[config.mk]
export PLATFORM = sky130hd
export DESIGN_NAME = id_hazard_regfile_flat
export DESIGN_NICKNAME = d
export VERILOG_FILES = /design/src/rtl/id_hazard_regfile_pkg.sv /design/src/rtl/id_hazard_regfile_if.sv /design/src/rtl/id_hazard_regfile_scoreboard.sv /design/src/rtl/id_hazard_regfile.sv /design/src/flat_wrapper.sv
export SDC_FILE = /design/constraint.sdc
export NUM_CORES = 2
export LEC_CHECK = 0
export CAP_MARGIN = 20
export CORE_ASPECT_RATIO = 0.7
export CORE_MARGIN = 8
export CORE_UTILIZATION = 43
export CTS_CLUSTER_DIAMETER = 40
export DETAILED_ROUTE_END_ITERATION = 8
export PLACE_DENSITY = 0.66
export REMOVE_ABC_BUFFERS = 1
export SETUP_SLACK_MARGIN = 0.15
export SLEW_MARGIN = 20
export SYNTH_ARGS = -nofsm -noshare
export SYNTH_HDL_FRONTEND = slang
export SYNTH_SLANG_ARGS = --single-unit
[constraint.sdc]
create_clock -name clk -period 4.4 [get_ports clk]
set_input_delay 0.88 -clock clk [delete_from_list [all_inputs] [get_ports clk]]
set_output_delay 0.88 -clock clk [all_outputs]
set_load 0.02 [all_outputs]
[src/rtl/id_hazard_regfile_pkg.sv]
// Shared types for the decode-stage register file and hazard unit.
// Scoreboard slots carry a fixed-width rd field so the struct can live in a package.
package id_hazard_regfile_pkg;

  typedef enum logic [1:0] {
    FWD_RF    = 2'd0,
    FWD_EXMEM = 2'd1,
    FWD_MEMWB = 2'd2
  } fwd_sel_e;

  localparam int SB_RD_W = 8;

  typedef struct packed {
    logic               valid;
    logic [SB_RD_W-1:0] rd;
    logic               is_load;
  } sb_entry_t;

  localparam logic [5:0] OP_LOAD = 6'h0C;

endpackage

[src/rtl/id_hazard_regfile_if.sv]
// Decode-stage bus: instruction fields and write-back port in, operands, stall and stats out.
interface id_hazard_regfile_if #(
  parameter int DATA_W  = 32,
  parameter int REG_AW  = 5,
  parameter int NUM_SRC = 2,
  parameter int CNT_W   = 32
);
  import id_hazard_regfile_pkg::*;

  logic                              id_valid;
  logic [NUM_SRC-1:0][REG_AW-1:0]    id_rs;
  logic [NUM_SRC-1:0]                id_rs_used;
  logic [REG_AW-1:0]                 id_rd;
  logic                              id_wr_en;
  logic                              id_is_load;
  logic                              flush;
  logic                              wb_en;
  logic [REG_AW-1:0]                 wb_rd;
  logic [DATA_W-1:0]                 wb_data;
  logic [NUM_SRC-1:0][DATA_W-1:0]    rd_data;
  logic                              id_stall;
  logic                              issue;
  logic [NUM_SRC-1:0][1:0]           fwd_sel;
  logic [CNT_W-1:0]                  stall_cnt;
  logic [CNT_W-1:0]                  hazard_cnt;

  modport master (
    output id_valid, id_rs, id_rs_used, id_rd, id_wr_en, id_is_load, flush,
           wb_en, wb_rd, wb_data,
    input  rd_data, id_stall, issue, fwd_sel, stall_cnt, hazard_cnt
  );

  modport slave (
    input  id_valid, id_rs, id_rs_used, id_rd, id_wr_en, id_is_load, flush,
           wb_en, wb_rd, wb_data,
    output rd_data, id_stall, issue, fwd_sel, stall_cnt, hazard_cnt
  );

endinterface

[src/rtl/id_hazard_regfile_scoreboard.sv]
// In-flight writer scoreboard (EX, MEM, WB slots) with per-operand match, stall and forward-select logic.
module id_hazard_regfile_scoreboard
  import id_hazard_regfile_pkg::*;
#(
  parameter int REG_AW     = 5,
  parameter int NUM_SRC    = 2,
  parameter int FORWARD_EN = 1,
  parameter int ZERO_R0    = 0
) (
  input  logic                           clk,
  input  logic                           rst,
  input  logic                           issue,
  input  logic                           wr_en,
  input  logic                           is_load,
  input  logic [REG_AW-1:0]              rd,
  input  logic [NUM_SRC-1:0][REG_AW-1:0] rs,
  input  logic [NUM_SRC-1:0]             rs_used,
  output logic                           stall_req,
  output logic                           match_any,
  output logic [NUM_SRC-1:0][1:0]        fwd_next
);

  localparam int SLOT_EX  = 0;
  localparam int SLOT_MEM = 1;
  localparam int SLOT_WB  = 2;

  sb_entry_t          slot [3];
  sb_entry_t          ex_in;
  logic [NUM_SRC-1:0] ex_hit;
  logic [NUM_SRC-1:0] mem_hit;

  always_comb begin
    ex_in         = '0;
    ex_in.valid   = issue & wr_en;
    ex_in.rd      = SB_RD_W'(rd);
    ex_in.is_load = is_load;
  end

  always_ff @(posedge clk or negedge rst) begin
    if (!rst) begin
      for (int s = 0; s < 3; s++) slot[s] <= '0;
    end else begin
      slot[SLOT_EX]  <= issue ? ex_in : '0;
      slot[SLOT_MEM] <= slot[SLOT_EX];
      slot[SLOT_WB]  <= slot[SLOT_MEM];
    end
  end

  // A WB-stage writer never matters here: the regfile bypass covers it.
  always_comb begin
    ex_hit  = '0;
    mem_hit = '0;
    for (int i = 0; i < NUM_SRC; i++) begin
      if (rs_used[i] && !(ZERO_R0 != 0 && rs[i] == '0)) begin
        ex_hit[i]  = slot[SLOT_EX].valid  && (slot[SLOT_EX].rd  == SB_RD_W'(rs[i]));
        mem_hit[i] = slot[SLOT_MEM].valid && (slot[SLOT_MEM].rd == SB_RD_W'(rs[i]));
      end
    end
  end

  always_comb begin
    stall_req = 1'b0;
    fwd_next  = '0;
    match_any = |(ex_hit | mem_hit);
    for (int i = 0; i < NUM_SRC; i++) begin
      if (FORWARD_EN != 0) begin
        if (ex_hit[i]) begin
          if (slot[SLOT_EX].is_load) stall_req = 1'b1;
          else                       fwd_next[i] = FWD_EXMEM;
        end else if (mem_hit[i]) begin
          fwd_next[i] = FWD_MEMWB;
        end
      end else if (ex_hit[i] || mem_hit[i]) begin
        stall_req = 1'b1;
      end
    end
  end

endmodule

[src/rtl/id_hazard_regfile.sv]
// Decode-stage register file with write-back bypass, hazard stall/issue control,
// registered forward selects and saturating stall/hazard statistics.
module id_hazard_regfile
  import id_hazard_regfile_pkg::*;
#(
  parameter int DATA_W     = 32,
  parameter int REG_NUM    = 32,
  parameter int REG_AW     = $clog2(REG_NUM),
  parameter int NUM_SRC    = 2,
  parameter int FORWARD_EN = 1,
  parameter int ZERO_R0    = 0,
  parameter int CNT_W      = 32
) (
  input logic                clk,
  input logic                rst,
  id_hazard_regfile_if.slave bus
);

  logic [DATA_W-1:0]              regs [REG_NUM];
  logic [NUM_SRC-1:0][DATA_W-1:0] rd_data;
  logic [NUM_SRC-1:0][1:0]        fwd_next;
  logic [NUM_SRC-1:0][1:0]        fwd_sel;
  logic [CNT_W-1:0]               stall_cnt;
  logic [CNT_W-1:0]               hazard_cnt;
  logic                           stall_req;
  logic                           match_any;
  logic                           id_stall;
  logic                           issue;
  logic                           wr_ok;
  logic                           hazard_seen;

  id_hazard_regfile_scoreboard #(
    .REG_AW    (REG_AW),
    .NUM_SRC   (NUM_SRC),
    .FORWARD_EN(FORWARD_EN),
    .ZERO_R0   (ZERO_R0)
  ) u_scoreboard (
    .clk      (clk),
    .rst      (rst),
    .issue    (issue),
    .wr_en    (bus.id_wr_en),
    .is_load  (bus.id_is_load),
    .rd       (bus.id_rd),
    .rs       (bus.id_rs),
    .rs_used  (bus.id_rs_used),
    .stall_req(stall_req),
    .match_any(match_any),
    .fwd_next (fwd_next)
  );

  // Gating with rst keeps stall/issue low for as long as reset is held.
  assign id_stall = rst && bus.id_valid && stall_req && !bus.flush;
  assign issue    = rst && bus.id_valid && !id_stall && !bus.flush;
  assign wr_ok    = bus.wb_en && !(ZERO_R0 != 0 && bus.wb_rd == '0);

  always_ff @(posedge clk or negedge rst) begin
    if (!rst) begin
      for (int r = 0; r < REG_NUM; r++) regs[r] <= '0;
    end else if (wr_ok) begin
      regs[bus.wb_rd] <= bus.wb_data;
    end
  end

  always_comb begin
    rd_data = '0;
    for (int i = 0; i < NUM_SRC; i++) begin
      if (ZERO_R0 != 0 && bus.id_rs[i] == '0)         rd_data[i] = '0;
      else if (bus.wb_en && bus.wb_rd == bus.id_rs[i]) rd_data[i] = bus.wb_data;
      else                                             rd_data[i] = regs[bus.id_rs[i]];
    end
  end

  // hazard_seen makes one instruction count once however long it waits in ID.
  always_ff @(posedge clk or negedge rst) begin
    if (!rst) begin
      fwd_sel     <= '0;
      stall_cnt   <= '0;
      hazard_cnt  <= '0;
      hazard_seen <= 1'b0;
    end else begin
      fwd_sel <= issue ? fwd_next : '0;
      if (id_stall && stall_cnt != '1)
        stall_cnt <= stall_cnt + CNT_W'(1);
      if (bus.id_valid && match_any && !hazard_seen && hazard_cnt != '1)
        hazard_cnt <= hazard_cnt + CNT_W'(1);
      if (issue || bus.flush)
        hazard_seen <= 1'b0;
      else if (bus.id_valid && match_any)
        hazard_seen <= 1'b1;
    end
  end

  assign bus.rd_data    = rd_data;
  assign bus.id_stall   = id_stall;
  assign bus.issue      = issue;
  assign bus.fwd_sel    = fwd_sel;
  assign bus.stall_cnt  = stall_cnt;
  assign bus.hazard_cnt = hazard_cnt;

endmodule

[src/flat_wrapper.sv]
// flat-port wrapper written by rule: the top's interface ports become plain ports
module id_hazard_regfile_flat import id_hazard_regfile_pkg::*;
#(
  parameter int DATA_W     = 32,
  parameter int REG_NUM    = 32,
  parameter int REG_AW     = $clog2(REG_NUM),
  parameter int NUM_SRC    = 2,
  parameter int FORWARD_EN = 1,
  parameter int ZERO_R0    = 0,
  parameter int CNT_W      = 32
)
  (clk, rst, bus_id_valid, bus_id_rs, bus_id_rs_used, bus_id_rd, bus_id_wr_en, bus_id_is_load, bus_flush, bus_wb_en, bus_wb_rd, bus_wb_data, bus_rd_data, bus_id_stall, bus_issue, bus_fwd_sel, bus_stall_cnt, bus_hazard_cnt);
  id_hazard_regfile_if #(.DATA_W(DATA_W), .REG_AW(REG_AW), .NUM_SRC(NUM_SRC), .CNT_W(CNT_W)) bus_i ();
  input logic clk;
  input logic rst;
  input wire logic [$bits(bus_i.id_valid)-1:0] bus_id_valid;
  input wire logic [$bits(bus_i.id_rs)-1:0] bus_id_rs;
  input wire logic [$bits(bus_i.id_rs_used)-1:0] bus_id_rs_used;
  input wire logic [$bits(bus_i.id_rd)-1:0] bus_id_rd;
  input wire logic [$bits(bus_i.id_wr_en)-1:0] bus_id_wr_en;
  input wire logic [$bits(bus_i.id_is_load)-1:0] bus_id_is_load;
  input wire logic [$bits(bus_i.flush)-1:0] bus_flush;
  input wire logic [$bits(bus_i.wb_en)-1:0] bus_wb_en;
  input wire logic [$bits(bus_i.wb_rd)-1:0] bus_wb_rd;
  input wire logic [$bits(bus_i.wb_data)-1:0] bus_wb_data;
  output wire logic [$bits(bus_i.rd_data)-1:0] bus_rd_data;
  output wire logic [$bits(bus_i.id_stall)-1:0] bus_id_stall;
  output wire logic [$bits(bus_i.issue)-1:0] bus_issue;
  output wire logic [$bits(bus_i.fwd_sel)-1:0] bus_fwd_sel;
  output wire logic [$bits(bus_i.stall_cnt)-1:0] bus_stall_cnt;
  output wire logic [$bits(bus_i.hazard_cnt)-1:0] bus_hazard_cnt;
  assign bus_i.id_valid = bus_id_valid;
  assign bus_i.id_rs = bus_id_rs;
  assign bus_i.id_rs_used = bus_id_rs_used;
  assign bus_i.id_rd = bus_id_rd;
  assign bus_i.id_wr_en = bus_id_wr_en;
  assign bus_i.id_is_load = bus_id_is_load;
  assign bus_i.flush = bus_flush;
  assign bus_i.wb_en = bus_wb_en;
  assign bus_i.wb_rd = bus_wb_rd;
  assign bus_i.wb_data = bus_wb_data;
  assign bus_rd_data = bus_i.rd_data;
  assign bus_id_stall = bus_i.id_stall;
  assign bus_issue = bus_i.issue;
  assign bus_fwd_sel = bus_i.fwd_sel;
  assign bus_stall_cnt = bus_i.stall_cnt;
  assign bus_hazard_cnt = bus_i.hazard_cnt;
  id_hazard_regfile #(.DATA_W(DATA_W), .REG_NUM(REG_NUM), .REG_AW(REG_AW), .NUM_SRC(NUM_SRC), .FORWARD_EN(FORWARD_EN), .ZERO_R0(ZERO_R0), .CNT_W(CNT_W)) u_core (.clk(clk), .rst(rst), .bus(bus_i));
endmodule
== Word level (Yosys, flattened, before mapping) ==
Index checks and enable logic that the tools add are counted.
Word-level totals
  bits of input ports: 61
  output and inout port bits: 134
  register bits: 1112
Operators by class
  reductions and logical operators: 22
  equality and inequality tests: 8
  order comparisons: 4
  $add $sub $neg: 2
  muxes and demuxes: 28
  bitwise logic cells: 5
Operators with widths (count)
  1024-bit bitwise mux: 1
  32-bit binary-select mux with 5-bit select: 2
  32-bit two-way mux: 7
  32-bit demux with 5-bit select: 1
  32-bit by 1-bit adder with 32-bit output (second input constant): 2
  32-bit inequality test (second input constant): 2
  8-bit by 5-bit equality test with 1-bit output: 4
  6-bit greater-or-equal comparator (second input constant): 3
  5-bit inverter with 6-bit output: 3
  1-bit logical AND: 16
  1-bit two-way mux: 11
  5-bit equality test: 2
  10-bit two-way mux: 1
  2-bit two-way mux: 4
  6-bit by 1-bit < comparator with 1-bit output (second input constant): 1
  4-bit two-way mux: 1
  1-bit zero test: 3
  2-bit OR: 1
  2-bit nonzero test: 1
  2-bit OR reduction: 1
  1-bit bitwise AND: 1
  1-bit logical OR: 1

== Longest topological paths before layout ==
  depth in word-level cells: 13
  mapped depth: 10

== By module ==
Synthesis repeated with hierarchy kept, for this count alone.
Unflattened totals
  cell total of the unflattened synthesis: 4499
  area, all modules: 59644.7 µm²
Modules (own cells, without submodules)
  id_hazard_regfile: seq. area each 27351.2 µm², cells an instance 4445, times used 1, area each 59016.6 µm²
  id_hazard_regfile_scoreboard: seq. area each 325.3 µm², cells an instance 54, times used 1, area each 628.1 µm²

== Least setup slack after synthesis ==
Ideal clock, no wire load.
  path kind: input port to output port
  start: input bus_id_rs[0]
  end: output bus_rd_data[0]
  data required time: 3.520 ns
  setup slack: 0.660 ns
  path buffers: 5
  stages: 9
  arrival: 2.860 ns
  path through: buf_4 > buf_4 > buf_4 > buf_4 > nand3b_1 > clkbuf_1 > o22ai_1 > a211o_1 > o21ai_0
On the way
  cells in the longest elaborated chain, start to end: 5
  elaborated cells between the ends (all ways): 7
  classes of those cells: 1 x eq/ne; 4 x mux; 1 x bitwise; 1 x reduce/logical
RTL lines
  start, declared: line flat_wrapper.sv:17  | input wire logic [$bits(bus_i.id_rs)-1:0] bus_id_rs;
  5-bit inverter with 6-bit output (not written as such): line id_hazard_regfile.sv:69  | else rd_data[i] = regs[bus.id_rs[i]];
  32-bit binary-select mux with 5-bit select: line id_hazard_regfile.sv:69
  32-bit two-way mux (not written as such) (2 in series): line id_hazard_regfile.sv:69
  32-bit two-way mux *: line id_hazard_regfile.sv:68  | else if (bus.wb_en && bus.wb_rd == bus.id_rs[i]) rd_data[i] = bus.wb_data;
  end, declared: line flat_wrapper.sv:26  | output wire logic [$bits(bus_i.rd_data)-1:0] bus_rd_data;
Mark *: on every way between the ends. The rest lies on a longest branch, timed or not. The select of a mux whose other input is x is not followed.

== Worst setup path in the final report ==
  start: input bus_id_rs[1]
  end: output bus_rd_data[19]
Same word-level chain as after synthesis.

==> flow_summary.json <==
{
  "finish.net_count": 4241,
  "grt_pass1_vias": 39900,
  "remaining_drc_errors": 0,
  "synth.cell_area_mm2": 0.0586,
  "synth.area.top_cells": "sky130_fd_sc_hd__dfrtp_1 (47%), sky130_fd_sc_hd__mux2_2 (21%), sky130_fd_sc_hd__mux4_2 (20%)",
  "die_height_um": 325,
  "tritonroute_pass_1_iters": 5,
  "cts_tree": "done",
  "first_iter_violations": 4263,
  "floorplan.die_area_mm2": 0.149,
  "ctsRootBufferMaster": "sky130_fd_sc_hd__clkbuf_16",
  "post_synth_inst_count": 3960,
  "antenna_left": 0,
  "min_delay_path_depth": 0,
  "flip_flop_and_latch_count_after_synthesis": 1106,
  "r2r_setup_slack_ns": 1.76,
  "synth.yosys.seq_area_share": 0.472,
  "final.period_utilization": 0.961,
  "worst_ep_required_time_ns": 3.52,
  "post_drt_via_cell_ratio": 6.43,
  "post-synth-top-area-cell": "sky130_fd_sc_hd__dfrtp_1",
  "dp_slack_ns": -0.0473,
  "clk_latency_ns": 0.77,
  "finalNonFillerCells": 6065,
  "fin_total_pwr_mw": 31.4,
  "cts_num_sinks": 1106,
  "die-width_um": 457,
  "maximum_buffer_depth_of_the_clock_tree": 3,
  "grt_max_degree": 147,
  "ys.warnings.count": 0,
  "total_placed_cells_including_tap_cells": 5817,
  "power-per-cell-area_mw_per_mm2": 452,
  "clock_tree.htree_level_count": 4,
  "worst_reg2reg_path_length_in_cells": 6,
  "worst_slack_ns": 0.171,
  "max_clock_freq_mhz": 236,
  "wire_per_inst_um": 31.1,
  "slew_violations": 0,
  "worst_hold_slack_ns": 0.428,
  "library_cell_with_the_highest_instance_count_after_synthesis": "sky130_fd_sc_hd__dfrtp_1",
  "setup_viol_count_final": 0,
  "outcome": "completed",
  "hold_viol": 0,
  "area_of_the_core_mm2": 0.135,
  "yosysTopAreaCellShare": 0.472,
  "async_reset_ff_frac": 1.00,
  "final_cell_area_mm2": 0.0694,
  "max_slew_margin_vs_limit": 0.300,
  "yosys-top-cells-count": "sky130_fd_sc_hd__dfrtp_1 (1,106), sky130_fd_sc_hd__mux2_2 (1,093), sky130_fd_sc_hd__mux4_2 (516)",
  "dr_total_vias": 39000,
  "path_clk_slew_ns": 0.06,
  "rsz_0062_raised_after_global_routing": "true",
  "finalClockSkew_ns": 0.0198,
  "timing_worst_slew_pin_value_ns": 1.05,
  "boundaryPins": 195,
  "critical_path_arrival_ns": 3.35,
  "timing.final.crit_period_ns": 4.23,
  "place.gp.congestion": 0.830,
  "max-cap-violations": 0,
  "synth-edff-count": 0,
  "area_growth_pct": 18.4,
  "port-buffer-count": 194,
  "critical_path.startpoint_type": "input port",
  "p_leak_nw": 30.3,
  "num_rows": 113,
  "grt.total_usage": 0.251,
  "hpwlAfterDp_um": 118000,
  "max-vdd-ir-drop_v": 0.000413,
  "multi_input_area_mm2": 0.0294,
  "post_route_cells_drive_above_1_share": 0.512,
  "timing.critical_path.to_type": "output pin",
  "overflow": 0,
  "grt_antenna_before_repair": 7,
  "worst_min_path_class": "register to register",
  "start_util": 0.433,
  "placedInstanceArea_mm2": 0.0645,
  "fill_cells": 11100,
  "grt_pass1_wl_um": 281000,
  "synth_cell_type_count": 44,
  "worst-path-max-fanout": 38,
  "final-seq-area_mm2": 0.0277,
  "postSynth.topFlopCell": "sky130_fd_sc_hd__dfrtp_1",
  "cts_made_buffers": 137,
  "syn_avg_cell_area_um2": 14.8,
  "critical_path_class": "input port to output pin",
  "postRouteWirelength_um": 189000
}
logic make-up (layout without fill, tap and decap cells):
| group | Yosys count | in the layout | share of synthesized area |
|---|---|---|---|
| AO/OA/AOI/OAI | 316 | 316 | 0.0339 |
| XOR/XNOR | 90 | 90 | 0.0134 |
| adder cells (fa/ha/maj) | 2 | 2 | 0.000427 |
| buffers and inverters | 406 | 728 | 0.0305 |
| flip-flops | 1106 | 1106 | 0.472 |
| multiplexers | 1671 | 1671 | 0.419 |
| other | 0 | 1 | 0 |
| AND/OR/NAND/NOR | 369 | 369 | 0.0308 |
per-layer routing:
layer	global-route usage	up-vias	routed length, um
li1	-	15700	-
met1	0.368	21100	83000
met2	0.368	1798	83300
met3	0.0607	374	16200
met4	0.0818	4	6050
met5	0	-	27
timing repair:
action / CTS / global route
endpoints found under the setup margin: 38 / 40
gates cloned: 0 / 1
hold endpoints to repair: 20 / 0
buffers inserted: 1 / 1
hold buffers: 1 / 0
pin swaps: 1 / 2
resized for setup: 34 / 44
metrics by stage:
step                      TNS (ns)  utilization
after floorplan                  0            -
after global placement     -0.0488        0.476
after detailed placement   -0.0653        0.476
after CTS                        0        0.511
after global routing             0        0.513
final                            0        0.513
sequential cells by signal (all words and copies together) (netlist names):
| name | count |
|---|---|
| u_core.bus.fwd_sel | 4 |
| u_core.hazard_seen | 1 |
| u_core.regs | 1024 |
| u_core.bus.hazard_cnt | 32 |
| u_core.u_scoreboard.slot | 13 |
| u_core.bus.stall_cnt | 32 |
worst paths after layout:
kind / startpoint / to
max in group asynchronous: rst / u_core.regs[28]
min in group asynchronous: rst / u_core.regs[479]
max reg2reg: u_core.bus.hazard_cnt[0] / u_core.bus.hazard_cnt[7]
min: u_core.u_scoreboard.slot[29] / u_core.u_scoreboard.slot[19]
max: bus_id_rs[1] / bus_rd_data[19]
min reg2reg: u_core.u_scoreboard.slot[29] / u_core.u_scoreboard.slot[19]
worst max-delay path, stage by stage:
cell and delay [ns]:
sky130_fd_sc_hd__buf_8 0.15, sky130_fd_sc_hd__buf_12 0.18, sky130_fd_sc_hd__buf_4 0.19, sky130_fd_sc_hd__xor2_1 0.17
sky130_fd_sc_hd__nor4_1 0.34, sky130_fd_sc_hd__and3_4 0.33, sky130_fd_sc_hd__buf_16 0.25, sky130_fd_sc_hd__nand2_1 0.08
sky130_fd_sc_hd__o21ai_0 0.08, sky130_fd_sc_hd__clkdlybuf4s50_1 0.63
cells in the final DEF (no fill, tap or decap), types with 6 or more instances in the layout:
cell	n
sky130_fd_sc_hd__and3_1	21
sky130_fd_sc_hd__nand2_1	154
sky130_fd_sc_hd__clkinvlp_4	17
sky130_fd_sc_hd__nand2_4	16
sky130_fd_sc_hd__dlygate4sd2_1	20
sky130_fd_sc_hd__and2_1	9
sky130_fd_sc_hd__a211o_1	61
sky130_fd_sc_hd__buf_4	201
sky130_fd_sc_hd__and4_1	6
sky130_fd_sc_hd__mux2_2	1093
sky130_fd_sc_hd__bufinv_16	14
sky130_fd_sc_hd__o21ai_1	7
sky130_fd_sc_hd__xor2_1	27
sky130_fd_sc_hd__o21ai_0	117
sky130_fd_sc_hd__nand3b_1	6
sky130_fd_sc_hd__o22ai_1	123
sky130_fd_sc_hd__clkinv_2	14
sky130_fd_sc_hd__clkbuf_1	9
sky130_fd_sc_hd__mux4_2	516
sky130_fd_sc_hd__inv_8	7
sky130_fd_sc_hd__clkinv_4	9
sky130_fd_sc_hd__nor3_1	11
sky130_fd_sc_hd__buf_6	6
sky130_fd_sc_hd__dlymetal6s2s_1	32
sky130_fd_sc_hd__mux2i_1	62
sky130_fd_sc_hd__clkbuf_16	140
sky130_fd_sc_hd__buf_12	80
sky130_fd_sc_hd__nor2_1	16
sky130_fd_sc_hd__buf_8	6
sky130_fd_sc_hd__clkdlybuf4s50_1	129
sky130_fd_sc_hd__dfrtp_1	1106
sky130_fd_sc_hd__nand4_1	30
sky130_fd_sc_hd__xnor2_1	63
sky130_fd_sc_hd__inv_6	13
sky130_fd_sc_hd__nand3_1	38
sky130_fd_sc_hd__nor4_1	11
sky130_fd_sc_hd__clkbuf_8	13
sky130_fd_sc_hd__nor2_4	16
sky130_fd_sc_hd__buf_16	7
layout make-up:
type / instances / share of cell area
diodes: 1 / 0.0000360
clock buffers: 161 / 0.0532
clock inverters: 82 / 0.0149
inverters: 2 / 0.000108
multi-input cells: 2448 / 0.424
flip-flops and latches: 1106 / 0.399
well taps: 1782 / 0.0321
repair buffers: 483 / 0.0772
power by group:
| part | total, mW | switching, mW | internal [mW] |
|---|---|---|---|
| Clock | 11.8 | 4.82 | 6.95 |
| Combinational | 6.15 | 2.36 | 3.78 |
| Sequential | 13.5 | 1.43 | 12.0 |
(Power assumes the default switching activity.)
